## src/rtl/fetch_unit.sv

```systemverilog
// Instruction fetch sequencer: IDLE -> FETCH -> EXEC loop with
// wait-state tolerant memory handshake and decoder-driven PC update.
module fetch_unit #(
   parameter logic [15:0] RESET_PC = 16'h0000
) (
   input  logic        clk,
   input  logic        rst,
   output logic [15:0] iAddr,
   output logic        iReq,
   input  logic [15:0] iData,
   input  logic        iReady,
   output logic [15:0] instruction,
   output logic        instrValid,
   input  logic [1:0]  nextPCSel,
   input  logic [15:0] instrData,
   input  logic        stall,
   output logic [15:0] pc,
   output logic [15:0] retired
);

   typedef enum logic [1:0] {
      IDLE  = 2'd0,
      FETCH = 2'd1,
      EXEC  = 2'd2
   } state_e;

   state_e      state_q, state_d;
   logic [15:0] pc_q, pc_d;
   logic [15:0] instr_q, instr_d;
   logic        valid_q, valid_d;
   logic        ireq_q, ireq_d;
   logic [15:0] retired_q, retired_d;
   logic [15:0] pc_next;

   always_comb begin
      pc_next = pc_q + 16'd1;
      unique case (nextPCSel)
         2'b01:   pc_next = pc_q + instrData;
         2'b10:   pc_next = instrData;
         default: pc_next = pc_q + 16'd1;
      endcase
   end

   always_comb begin
      state_d   = state_q;
      pc_d      = pc_q;
      instr_d   = instr_q;
      valid_d   = valid_q;
      ireq_d    = ireq_q;
      retired_d = retired_q;
      unique case (state_q)
         IDLE: begin
            state_d = FETCH;
            ireq_d  = 1'b1;
            valid_d = 1'b0;
         end
         FETCH: begin
            if (iReady) begin
               state_d = EXEC;
               instr_d = iData;
               valid_d = 1'b1;
               ireq_d  = 1'b0;
            end
         end
         EXEC: begin
            // decoder inputs only matter on the retiring cycle
            if (!stall) begin
               state_d   = FETCH;
               pc_d      = pc_next;
               valid_d   = 1'b0;
               ireq_d    = 1'b1;
               retired_d = retired_q + 16'd1;
            end
         end
         default: begin
            state_d = IDLE;
            ireq_d  = 1'b0;
            valid_d = 1'b0;
         end
      endcase
   end

   always_ff @(posedge clk) begin
      if (rst) begin
         state_q   <= IDLE;
         pc_q      <= RESET_PC;
         instr_q   <= 16'h0000;
         valid_q   <= 1'b0;
         ireq_q    <= 1'b0;
         retired_q <= 16'h0000;
      end else begin
         state_q   <= state_d;
         pc_q      <= pc_d;
         instr_q   <= instr_d;
         valid_q   <= valid_d;
         ireq_q    <= ireq_d;
         retired_q <= retired_d;
      end
   end

   assign iAddr       = pc_q;
   assign iReq        = ireq_q;
   assign instruction = instr_q;
   assign instrValid  = valid_q;
   assign pc          = pc_q;
   assign retired     = retired_q;

endmodule
```

## config.mk

```make
export PLATFORM = sky130hd
export DESIGN_NAME = fetch_unit
export DESIGN_NICKNAME = d
export VERILOG_FILES = /design/src/rtl/fetch_unit.sv
export SDC_FILE = /design/constraint.sdc
export NUM_CORES = 1
export LEC_CHECK = 0
export CORE_MARGIN = 8
export CORE_UTILIZATION = 35
export CTS_BUF_LIST = sky130_fd_sc_hd__clkbuf_8
export DETAILED_ROUTE_END_ITERATION = 12
export SLEW_MARGIN = 20
export SYNTH_ARGS = -nofsm -noshare
export SYNTH_HDL_FRONTEND = slang
export SYNTH_SLANG_ARGS = --single-unit
```

## constraint.sdc

```tcl
create_clock -name clk -period 4.96 [get_ports clk]
set_input_delay 0.992 -clock clk [delete_from_list [all_inputs] [get_ports clk]]
set_output_delay 0.992 -clock clk [all_outputs]
set_load 0.02 [all_outputs]
```

==> impl_metrics.sql, run 1 <==
INSERT INTO impl_metrics (metric_group, metric, value, unit) VALUES
('placement', 'dp.final_hpwl', '6.29', 'mm'),
('sta', 'setup-violations-final', '0', ''),
('clock_network', 'clk_transition_reported_paths', '0.10', 'ns'),
('yosys', 'cell_area_after_technology_mapping', '2930', 'sq um'),
('yosys', 'synth_seq_area_share', '34.1', '%'),
('finish', 'diodes', '0', ''),
('clock_network', 'clock_latency_on_the_worst_skew_pair', '0.31', 'ns'),
('worst_hold_path', 'capture_endpoint_of_the_worst_hold_path', 'instruction[4]', ''),
('sta', 'timing.final.crit_period', '3.74', 'ns'),
('sta', 'rsz0062_at_grt', 'no', ''),
('finish', 'syn2layout_area_growth', '37.0', '%'),
('sta', 'timing_max_transition_violations_final', '0', ''),
('finish', 'postLayoutCoreUtil', '49.1', '%'),
('floorplan', 'rows', '33', ''),
('route', 'detailedRoute.firstPassIterationCount', '4', ''),
('sta', 'finalClockSkew', '0.00761', 'ns'),
('setup_path', 'regToRegEndpoint', 'iAddr[12]', ''),
('yosys', 'synth_area_leader_cell', 'sky130_fd_sc_hd__dfxtp_1', ''),
('grt', 'track_usage', '14.3', '%'),
('clock_network', 'tritoncts', 'built', ''),
('finish', 'layout.nets', '505', ''),
('yosys', 'post_synth_inst_count', '372', ''),
('setup_path', 'ff2ff_path_depth', '8', ''),
('floorplan', 'pin_count', '104', ''),
('yosys', 'postSynthRegisterBits', '50', ''),
('setup_path', 'worstPathArrival', '3.94', 'ns'),
('sta', 'worst_hold_slack', '0.458', 'ns'),
('yosys', 'synthTopCellsByArea', 'sky130_fd_sc_hd__dfxtp_1 (34%), sky130_fd_sc_hd__nand2_1 (8.4%), sky130_fd_sc_hd__ha_1 (6.8%), sky130_fd_sc_hd__a21oi_1 (6.7%), sky130_fd_sc_hd__nor2_1 (5.0%)', ''),
('status', 'run_status', 'complete, no violations', ''),
('floorplan', 'die_span_y', '108', 'um'),
('setup_path', 'ff2ff_setup_slack', '2.61', 'ns'),
('setup_path', 'startpoint_type', 'input pin', ''),
('clock_network', 'cts_post_setup_buffers_inserted', '0', ''),
('grt', 'grt_pass1_wl', '13.6', 'mm'),
('route', 'drc', '0', ''),
('setup_path', 'worst-endpoint-required', '5.17', 'ns'),
('route', 'routed_wl', '8.56', 'mm'),
('floorplan', 'effective_utilization_at_floorplan', '35.9', '%'),
('yosys', 'syn-mean-instance-area', '7.88', 'sq um'),
('sta', 'report.final.hold_viol_count', '0', ''),
('setup_path', 'cp-end-kind', 'register', ''),
('route', 'antenna_left', '0', ''),
('placement', 'place.gp.congestion', '0.853', ''),
('grt', 'pin_count_of_the_biggest_net_entering_global_routing', '52', ''),
('pwr', 'power.static_leakage', '1.49', 'nW'),
('clock_network', 'cts-hold-fix-buffers', '0', ''),
('flow_run', 'max_cap_violations', '0', ''),
('worst_hold_path', 'hold_path.startpoint', 'instruction[4]', ''),
('clock_network', 'cts.sinks', '50', ''),
('route', 'number_of_vias_in_the_routed_layout', '2858', ''),
('sta', 'final_cycle_share', '75.3', '%'),
('floorplan', 'core_region_area', '8180', 'sq um'),
('route', 'via_per_inst', '5.14', ''),
('setup_path', 'setup.worst_path.class', 'in -> reg', ''),
('floorplan', 'die_width', '108', 'um'),
('clock_network', 'cts.root.buffer_cell', 'sky130_fd_sc_hd__clkbuf_8', ''),
('pwr', 'power.total', '830', 'uW'),
('grt', 'grt_pass1_vias', '2706', ''),
('clock_network', 'ctsLongestPathBuffers', '2', ''),
('route', 'initialDrtViolationCount', '118', ''),
('pwr', 'power.ir.vdd_worst', '0.118', 'mV'),
('finish', 'fraction_of_layout_cells_with_a_size_suffix_above_1', '4.21', '%'),
('worst_hold_path', 'timing.hold.worst_path_depth', '2', ''),
('placement', 'port_buffers', '103', ''),
('yosys', 'synth_warnings', '0', ''),
('sta', 'max-slew-margin-rel', '35.0', '%'),
('worst_hold_path', 'hp-class', 'reg -> reg', ''),
('yosys', 'yosysUniqueCellTypes', '47', ''),
('yosys', 'yosys.area.top_type_share', '34.1', '%'),
('sta', 'totalNegativeSetupSlack', '0', 'ns'),
('floorplan', 'floorplan.die_area', '11600', 'sq um');
==> cell families after synthesis <==
| group | Yosys count | share of synthesized area (%) |
|---|---|---|
| xor+xnor | 27 | 8.06 |
| fa+ha+maj | 17 | 7.51 |
| compound gates | 83 | 18.7 |
| buf+inv | 35 | 6.57 |
| flops | 50 | 34.1 |
| simple gates | 159 | 24.7 |
| mux | 1 | 0.341 |
==> worst max path at each step <==
stage	from	end	slack (ns)
2_1_floorplan	nextPCSel[0]	iAddr[12]	1.78
3_3_place_gp	nextPCSel[0]	iAddr[12]	0.94
3_5_place_dp	nextPCSel[0]	iAddr[12]	0.91
4_1_cts	nextPCSel[0]	iAddr[12]	1.23
5_1_grt	nextPCSel[0]	iAddr[12]	1.04
6_report	nextPCSel[0]	iAddr[12]	1.22
==> sequential cells by signal, summed over array words and instances (netlist names) <==
name,count
iAddr,16
instruction,16
retired,16
state_q,2
==> cells in the mapped netlist, drive strengths merged <==
| cell type | number |
|---|---|
| o32ai | 1 |
| a21boi | 1 |
| a221oi | 2 |
| xor2 | 16 |
| a21oi | 39 |
| or2 | 1 |
| a311oi | 5 |
| nand2 | 66 |
| o311ai | 1 |
| o21a | 2 |
| a31oi | 2 |
| o31ai | 1 |
| nor2 | 39 |
| o22ai | 2 |
| fa | 1 |
| mux2i | 1 |
| or3 | 1 |
| and2 | 16 |
| o21bai | 3 |
| clkbuf | 17 |
| a211oi | 6 |
| nand4 | 3 |
| o211ai | 1 |
| inv | 1 |
| o21ai | 9 |
| ha | 16 |
| dfxtp | 50 |
| and4 | 3 |
| buf | 17 |
| and3 | 6 |
| nor2b | 2 |
| a2111oi | 2 |
| nor3 | 7 |
| nand2b | 2 |
| a211o | 1 |
| nand3 | 11 |
| o41ai | 1 |
| nand3b | 1 |
| nor3b | 1 |
| a21o | 4 |
| xnor2 | 11 |
==> final cells by class <==
type                            count  area [sq um]
Multi-Input combinational cell    287          1740
Inverter                            1          3.75
Tap cell                          105           131
Sequential cell                    50          1000
Fill cell                         814          4160
Clock inverter                      2          16.3
Timing Repair Buffer              105          1040
Clock buffer                        6          82.6
==> routing by layer <==
metal  up-vias  GRT usage [%]  routed length, um
met5         -              0                  0
met4         0           4.16                101
met3         6           2.69                463
met2        78           24.0               4050
met1      1340           18.1               3950
li1       1434              -                  -
==> metrics by stage <==
step	cells	area (sq um)
floorplan	372	2930
global placement	548	3920
detailed placement	548	3920
CTS	556	4020
global route	556	4020
finish	556	4020
==> critical path, cell delays in order <==
cell	delay [ns]
sky130_fd_sc_hd__clkdlybuf4s50_1	0.50
sky130_fd_sc_hd__nor2b_1	0.45
sky130_fd_sc_hd__nand2b_1	0.11
sky130_fd_sc_hd__ha_1	0.24
sky130_fd_sc_hd__fa_1	0.45
sky130_fd_sc_hd__nand3_2	0.12
sky130_fd_sc_hd__a311oi_2	0.11
sky130_fd_sc_hd__a311oi_2	0.33
sky130_fd_sc_hd__o21bai_1	0.15
sky130_fd_sc_hd__xnor2_1	0.14
sky130_fd_sc_hd__a2111oi_1	0.35
==> power by group <==
group,internal [mW],switching [mW]
clock network,0.115,0.150
registers,0.412,0.00815
logic,0.0706,0.0745
total,0.597,0.232
==> cells in the final DEF, fill, tap and decap left out, drive strengths merged, types with 3 or more instances in the layout <==
cell type	instances
and3	6
a211oi	6
dfxtp	50
a311oi	5
nor3	7
and4	3
ha	16
xnor2	11
o21ai	9
buf	3
clkdlybuf4s50	102
xor2	16
nor2	39
a21oi	39
nand4	3
o21bai	3
and2	16
nand2	66
nand3	11
clkbuf	6
a21o	4
(Power assumes the default switching activity.)
==> run 2: changes to the inputs <==
Clock period 4.96 ns to 3.5 ns, I/O delays scaled along.
==> run 2 against run 1 <==
Combinational power increased by 47%. Cell count is 1.8% higher. Clock power rose by 55%. Sequential power increased by 42%. Register-to-register slack got worse by 1.4 ns. Die area unchanged. First-iteration DRC count rose by 28%. Sequential cell count stayed put. Routed wire length rose by 1.6%. Clock skew shrank 0.00099 ns. Largest power group unchanged.
==> impl_metrics.sql, run 2 (same netlist as run 1, synthesis figures left out) <==
INSERT INTO impl_metrics (metric_group, metric, value, unit) VALUES
('pwr', 'combinationalPowerShare', '17.5', '%'),
('pwr', 'power.total', '1.22', 'mW'),
('pwr', 'p_clk_share', '33.7', '%'),
('floorplan', 'die_span_y', '108', 'um'),
('floorplan', 'pin_count', '104', ''),
('pwr', 'power.static_leakage', '1.55', 'nW'),
('finish', 'diodes', '0', ''),
('finish', 'fill_cells', '803', ''),
('grt', 'pin_count_of_the_biggest_net_entering_global_routing', '51', ''),
('floorplan', 'core_region_area', '8180', 'sq um'),
('setup_path', 'worst_reg2reg_path_startpoint', 'iAddr[0]', ''),
('finish', 'multiInputGateArea', '1740', 'sq um'),
('setup_path', 'startpoint_type', 'input pin', ''),
('route', 'routed_wire_length_per_instance', '15.4', 'um'),
('placement', 'port_buffers', '103', ''),
('sta', 'rsz0062_at_grt', 'no', ''),
('placement', 'dp.final_hpwl', '6.54', 'mm'),
('floorplan', 'rows', '33', ''),
('clock_network', 'cts_post_setup_buffers_inserted', '0', ''),
('finish', 'seqCellArea', '1000', 'sq um'),
('clock_network', 'tritoncts', 'built', ''),
('finish', 'layout.nets', '516', ''),
('route', 'via_per_inst', '5.13', ''),
('setup_path', 'worst-endpoint-required', '3.69', 'ns'),
('sta', 'setup-violations-final', '0', ''),
('floorplan', 'floorplan.die_area', '11600', 'sq um'),
('setup_path', 'setup.worst_path.class', 'in -> reg', ''),
('clock_network', 'cts_htree_levels', '2', ''),
('setup_path', 'slowest_stage_delay_cp', '0.49', 'ns'),
('grt', 'grt_pass1_wl', '13.9', 'mm'),
('setup_path', 'crit_end', 'iAddr[12]', ''),
('sta', 'timing_max_transition_violations_final', '0', ''),
('sta', 'totalNegativeSetupSlack', '0', 'ns'),
('route', 'detailedRoute.firstPassIterationCount', '5', ''),
('grt', 'grt_pass1_vias', '2816', ''),
('route', 'number_of_vias_in_the_routed_layout', '2903', ''),
('route', 'drc', '0', ''),
('setup_path', 'cells_traversed_along_the_worst_timing_path', 'clkdlybuf4s50_1, nor2b_1, buf_4, nand2b_1, ha_1, fa_1, nand3_2, a311oi_2, a311oi_2, o21bai_1, xnor2_1, a2111oi_1', ''),
('grt', 'track_usage', '14.6', '%'),
('placement', 'detailed_place.area', '4000', 'sq um'),
('setup_path', 'critical_path.most_common_cell', 'sky130_fd_sc_hd__a311oi_2', ''),
('route', 'initialDrtViolationCount', '151', ''),
('sta', 'worst_slew_pin_slew', '0.749', 'ns'),
('worst_hold_path', 'hold_path.startpoint', 'instruction[6]', ''),
('sta', 'max_clock_freq', '0.318', 'GHz'),
('finish', 'fin_area', '4110', 'sq um'),
('clock_network', 'cts_inserted_buffers', '5', ''),
('setup_path', 'regToRegEndpoint', 'iAddr[14]', ''),
('finish', 'layout_commonest_cell', 'sky130_fd_sc_hd__clkdlybuf4s50_1', ''),
('finish', 'syn2layout_area_growth', '40.0', '%'),
('route', 'antenna_left', '0', ''),
('sta', 'report.final.hold_viol_count', '0', ''),
('finish', 'layout.cells.non_filler', '566', ''),
('clock_network', 'cts.sinks', '50', ''),
('finish', 'fraction_of_layout_cells_with_a_size_suffix_above_1', '6.07', '%'),
('setup_path', 'ff2ff_setup_slack', '1.23', 'ns'),
('pwr', 'power_per_cell_area', '296', 'nW/um^2'),
('route', 'routed_wl', '8.71', 'mm'),
('pwr', 'power.ir.vdd_worst', '0.200', 'mV'),
('pwr', 'internal-power', '899', 'uW'),
('sta', 'worst_hold_slack', '0.458', 'ns'),
('floorplan', 'die_width', '108', 'um'),
('pwr', 'seqPwrFrac', '48.8', '%'),
('pwr', 'power.share.switching', '26.1', '%'),
('placement', 'numPlacedInstances', '559', ''),
('clock_network', 'cts_resized', '0', ''),
('grt', 'grt_overflow_total', '0', ''),
('clock_network', 'clk_transition_reported_paths', '0.10', 'ns'),
('setup_path', 'crit_path_top_delay_cell', 'sky130_fd_sc_hd__clkdlybuf4s50_1', ''),
('clock_network', 'cts-hold-fix-buffers', '0', ''),
('setup_path', 'cp-end-kind', 'register', ''),
('setup_path', 'ff2ff_path_depth', '9', ''),
('setup_path', 'setup.worst_path.start', 'nextPCSel[0]', ''),
('grt', 'antenna_found_initial', '0', ''),
('sta', 'timing.final.crit_period', '3.15', 'ns'),
('worst_hold_path', 'hp-class', 'reg -> reg', ''),
('flow_run', 'max_cap_violations', '0', ''),
('placement', 'place.gp.congestion', '0.888', ''),
('pwr', 'power.switching', '318', 'uW'),
('finish', 'mostFrequentLayoutCells', 'sky130_fd_sc_hd__clkdlybuf4s50_1 (102), sky130_fd_sc_hd__nand2_1 (66), sky130_fd_sc_hd__dfxtp_1 (50)', ''),
('sta', 'finalClockSkew', '0.00662', 'ns'),
('floorplan', 'effective_utilization_at_floorplan', '35.9', '%'),
('clock_network', 'cts.root.buffer_cell', 'sky130_fd_sc_hd__clkbuf_8', ''),
('setup_path', 'worst-path-max-fanout', '8', ''),
('setup_path', 'worstPathArrival', '3.33', 'ns'),
('clock_network', 'clock_latency_on_the_worst_skew_pair', '0.30', 'ns'),
('sta', 'final_cycle_share', '89.9', '%'),
('clock_network', 'ctsLongestPathBuffers', '2', ''),
('status', 'run_status', 'complete, no violations', ''),
('sta', 'max-slew-margin-rel', '50.0', '%');
run 2: cell types whose count changed in the layout (fill, tap and decap cells not counted):
cell and change:
sky130_fd_sc_hd__clkinvlp_4 -1, sky130_fd_sc_hd__clkinv_4 +1, sky130_fd_sc_hd__buf_4 +11, sky130_fd_sc_hd__inv_6 -1, sky130_fd_sc_hd__nor2_1 +1, sky130_fd_sc_hd__bufinv_16 +1, sky130_fd_sc_hd__nor2_2 -1, sky130_fd_sc_hd__clkbuf_8 -1
run 2: worst max-delay path: cells and delay by family:
kind	cells	cell delay (ns)
compound gates	4	0.85
fa+ha+maj	2	0.67
buf+inv	2	0.65
simple gates	3	0.33
xor+xnor	1	0.13
run 2: metrics by stage:
stage                     utilization (%)  worst slack, ns
after floorplan                         -            0.616
after global placement               48.9            0.140
after detailed placement             48.9           0.0170
after CTS                            50.2            0.333
after global routing                 50.2            0.126
final                                50.2            0.355
run 2: area by class of cell:
cell class,instances,area share [%]
clock buffer,5,1.68
timing repair buffer,116,27.4
inverter,1,0.0914
sequential,50,24.4
clock inverter,2,0.945
multi-input combinational,287,42.4
tap,105,3.20
run 2: power by group through the flow:
stage	Combinational (mW)	Clock, mW	Sequential, mW
floorplan	0.0909	0	0.625
global route	0.232	0.446	0.597
global placement	0.213	0	0.608
detailed placement	0.214	0	0.608
finish	0.213	0.410	0.595
CTS	0.215	0.428	0.595
run 2: metal layers:
metal,GRT usage [%],up-vias,routed length [um]
met4,3.57,0,55
met3,3.05,2,583
met2,23.6,101,4010
met1,19.2,1351,4060
li1,-,1449,-
met5,0,-,0
run 2: how the worst min path moves through the flow:
| stage | end | slack [ns] | depth (start not counted) |
|---|---|---|---|
| after detailed placement | instruction[6] | 0.45 | 2 |
| after CTS | instruction[6] | 0.46 | 2 |
| after global placement | instruction[9] | 0.44 | 2 |
| final | instruction[6] | 0.46 | 2 |
| after floorplan | instruction[0] | 0.53 | 2 |
| after global routing | instruction[4] | 0.48 | 2 |
==> run 3: changes to the inputs <==
Settings changed: CORE_MARGIN 8 to unset.
==> run 3 against run 2 <==
Non-clock buffer count shrank 2. Utilization is essentially flat. Combinational power shrank 2%. Hold slack gained 0.0026 ns. Clock power grew 9.0%.
==> impl_metrics.sql, run 3 (same netlist as run 1, synthesis figures left out) <==
INSERT INTO impl_metrics (metric_group, metric, value, unit) VALUES
('status', 'run_status', 'complete, no violations', ''),
('finish', 'syn2layout_area_growth', '40.0', '%'),
('sta', 'report.final.hold_viol_count', '0', ''),
('clock_network', 'clk_transition_reported_paths', '0.10', 'ns'),
('sta', 'timing.final.crit_period', '3.23', 'ns'),
('grt', 'grt_pass1_vias', '2475', ''),
('flow_run', 'max_cap_violations', '0', ''),
('sta', 'worst_hold_slack', '0.460', 'ns'),
('clock_network', 'tritoncts', 'built', ''),
('route', 'routed_wire_length_per_instance', '13.8', 'um'),
('sta', 'rsz0062_at_grt', 'no', ''),
('setup_path', 'crit_path_top_delay_cell', 'sky130_fd_sc_hd__clkdlybuf4s50_1', ''),
('placement', 'port_buffers', '103', ''),
('route', 'drc', '0', ''),
('clock_network', 'cts_resized', '0', ''),
('placement', 'place.gp.congestion', '0.860', ''),
('setup_path', 'cpLargestDelayFamily', 'compound AO/OA/AOI/OAI gates', ''),
('placement', 'dp.final_hpwl', '5.49', 'mm'),
('grt', 'pin_count_of_the_biggest_net_entering_global_routing', '51', ''),
('sta', 'final_cycle_share', '92.4', '%'),
('clock_network', 'cts.root.buffer_cell', 'sky130_fd_sc_hd__clkbuf_8', ''),
('floorplan', 'pin_count', '104', ''),
('worst_hold_path', 'hp-class', 'reg -> reg', ''),
('sta', 'max-slew-margin-rel', '62.6', '%'),
('setup_path', 'cp-end-kind', 'register', ''),
('clock_network', 'cts_inserted_buffers', '5', ''),
('grt', 'grt_pass1_wl', '12.2', 'mm'),
('finish', 'diodes', '0', ''),
('setup_path', 'setup.worst_path.class', 'in -> reg', ''),
('route', 'routed_wl', '7.79', 'mm'),
('setup_path', 'crit_buf_inv', '2', ''),
('setup_path', 'setup.worst_path.start', 'nextPCSel[0]', ''),
('floorplan', 'effective_utilization_at_floorplan', '35.9', '%'),
('setup_path', 'worstPathArrival', '3.43', 'ns'),
('clock_network', 'cts_htree_levels', '2', ''),
('finish', 'fill_cells', '806', ''),
('setup_path', 'startpoint_type', 'input pin', ''),
('setup_path', 'cells_traversed_along_the_worst_timing_path', 'clkdlybuf4s50_1, nor2b_1, buf_4, nand2b_1, ha_1, fa_1, nand3_2, a311oi_2, a311oi_2, o21bai_1, xnor2_1, a2111oi_1', ''),
('setup_path', 'slowest_stage_delay_cp', '0.48', 'ns'),
('pwr', 'power_per_cell_area', '305', 'nW/um^2'),
('pwr', 'power.static_leakage', '1.54', 'nW'),
('sta', 'finalClockSkew', '0.00576', 'ns'),
('clock_network', 'cts_post_setup_buffers_inserted', '0', ''),
('route', 'detailedRoute.firstPassIterationCount', '5', ''),
('route', 'number_of_vias_in_the_routed_layout', '2846', ''),
('pwr', 'power.total', '1.25', 'mW'),
('setup_path', 'worst_reg2reg_path_startpoint', 'iAddr[0]', ''),
('setup_path', 'worst-endpoint-required', '3.70', 'ns'),
('floorplan', 'core_region_area', '8180', 'sq um'),
('grt', 'antenna_found_initial', '0', ''),
('finish', 'fin_area', '4110', 'sq um'),
('floorplan', 'rows', '33', ''),
('floorplan', 'die_span_y', '93.5', 'um'),
('sta', 'setup-violations-final', '0', ''),
('placement', 'detailed_place.area', '3980', 'sq um'),
('floorplan', 'floorplan.die_area', '8750', 'sq um'),
('clock_network', 'cts.sinks', '50', ''),
('grt', 'grt_overflow_total', '0', ''),
('finish', 'mostFrequentLayoutCells', 'sky130_fd_sc_hd__clkdlybuf4s50_1 (102), sky130_fd_sc_hd__nand2_1 (66), sky130_fd_sc_hd__dfxtp_1 (50)', ''),
('sta', 'totalNegativeSetupSlack', '0', 'ns'),
('finish', 'layout.nets', '514', ''),
('finish', 'layout_commonest_cell', 'sky130_fd_sc_hd__clkdlybuf4s50_1', ''),
('route', 'via_per_inst', '5.04', ''),
('sta', 'max_clock_freq', '0.309', 'GHz'),
('clock_network', 'clock_latency_on_the_worst_skew_pair', '0.30', 'ns'),
('route', 'initialDrtViolationCount', '89', ''),
('setup_path', 'critical_path.most_common_cell', 'sky130_fd_sc_hd__a311oi_2', ''),
('grt', 'track_usage', '17.4', '%'),
('finish', 'fraction_of_layout_cells_with_a_size_suffix_above_1', '5.87', '%'),
('sta', 'timing_max_transition_violations_final', '0', ''),
('pwr', 'power.ir.vdd_worst', '0.179', 'mV'),
('floorplan', 'die_width', '93.5', 'um'),
('clock_network', 'ctsLongestPathBuffers', '2', ''),
('sta', 'worst_slew_pin_slew', '0.561', 'ns'),
('worst_hold_path', 'hold_path.startpoint', 'instruction[0]', ''),
('clock_network', 'cts-hold-fix-buffers', '0', ''),
('route', 'antenna_left', '0', ''),
('setup_path', 'worst-path-max-fanout', '16', '');
[run 3: cell types whose count changed in the layout (fill, tap and decap cells not counted), sizes merged]
cell,previous run,this run
buf,14,12
clkinv,1,0
inv,1,2
clkbuf,5,6
[run 3: metal layers]
metal,vias to the layer above,part of all wire (%),GRT usage (%)
li1,1443,-,-
met1,1306,48,23.8
met2,93,45,28.8
met3,4,6.4,3.58
met4,0,0.62,2.69
met5,-,0,0
[run 3: worst reg2reg max path, delay by kind of cell, from the launching register on]
kind	cells	cell delay [ns]
simple gates	1	0.11
xor+xnor	1	0.13
flops	1	0.40
fa+ha+maj	2	0.52
buf+inv	1	0.17
compound gates	4	0.92
[run 3: final cells by class]
cell class	count	area, sq um	share of cell area [%]
Sequential cell	50	1000	24.4
Multi-Input combinational cell	287	1740	42.4
Clock inverter	2	38.8	0.945
Inverter	1	3.75	0.0914
Clock buffer	6	82.6	2.01
Tap cell	105	131	3.20
Timing Repair Buffer	114	1110	27.0
[run 3: metrics by stage]
| stage | instances | util [%] | setup slack, ns |
|---|---|---|---|
| 6_report | 565 | 50.2 | 0.266 |
| 5_1_grt | 565 | 50.2 | 0.0298 |
| 3_3_place_gp | 557 | 48.7 | 0.0690 |
| 4_1_cts | 565 | 50.2 | 0.242 |
| 3_5_place_dp | 557 | 48.7 | -0.0625 |
| 2_1_floorplan | 372 | - | 0.616 |
[run 3: report_power, final]
part | total [mW] | internal, mW | switching (mW)
logic | 0.209 | 0.104 | 0.105
registers | 0.595 | 0.583 | 0.0113
clock network | 0.447 | 0.236 | 0.212
total | 1.25 | 0.923 | 0.328
[run 3: path summary, 6_finish.rpt]
check / end / slack [ns] / cells after the start
worst max-delay path: iAddr[12] / 0.27 / 12
worst min-delay path: instruction[0] / 0.46 / 2
worst max register to register: iAddr[14] / 1.17 / 9
worst min register to register: instruction[0] / 0.46 / 2
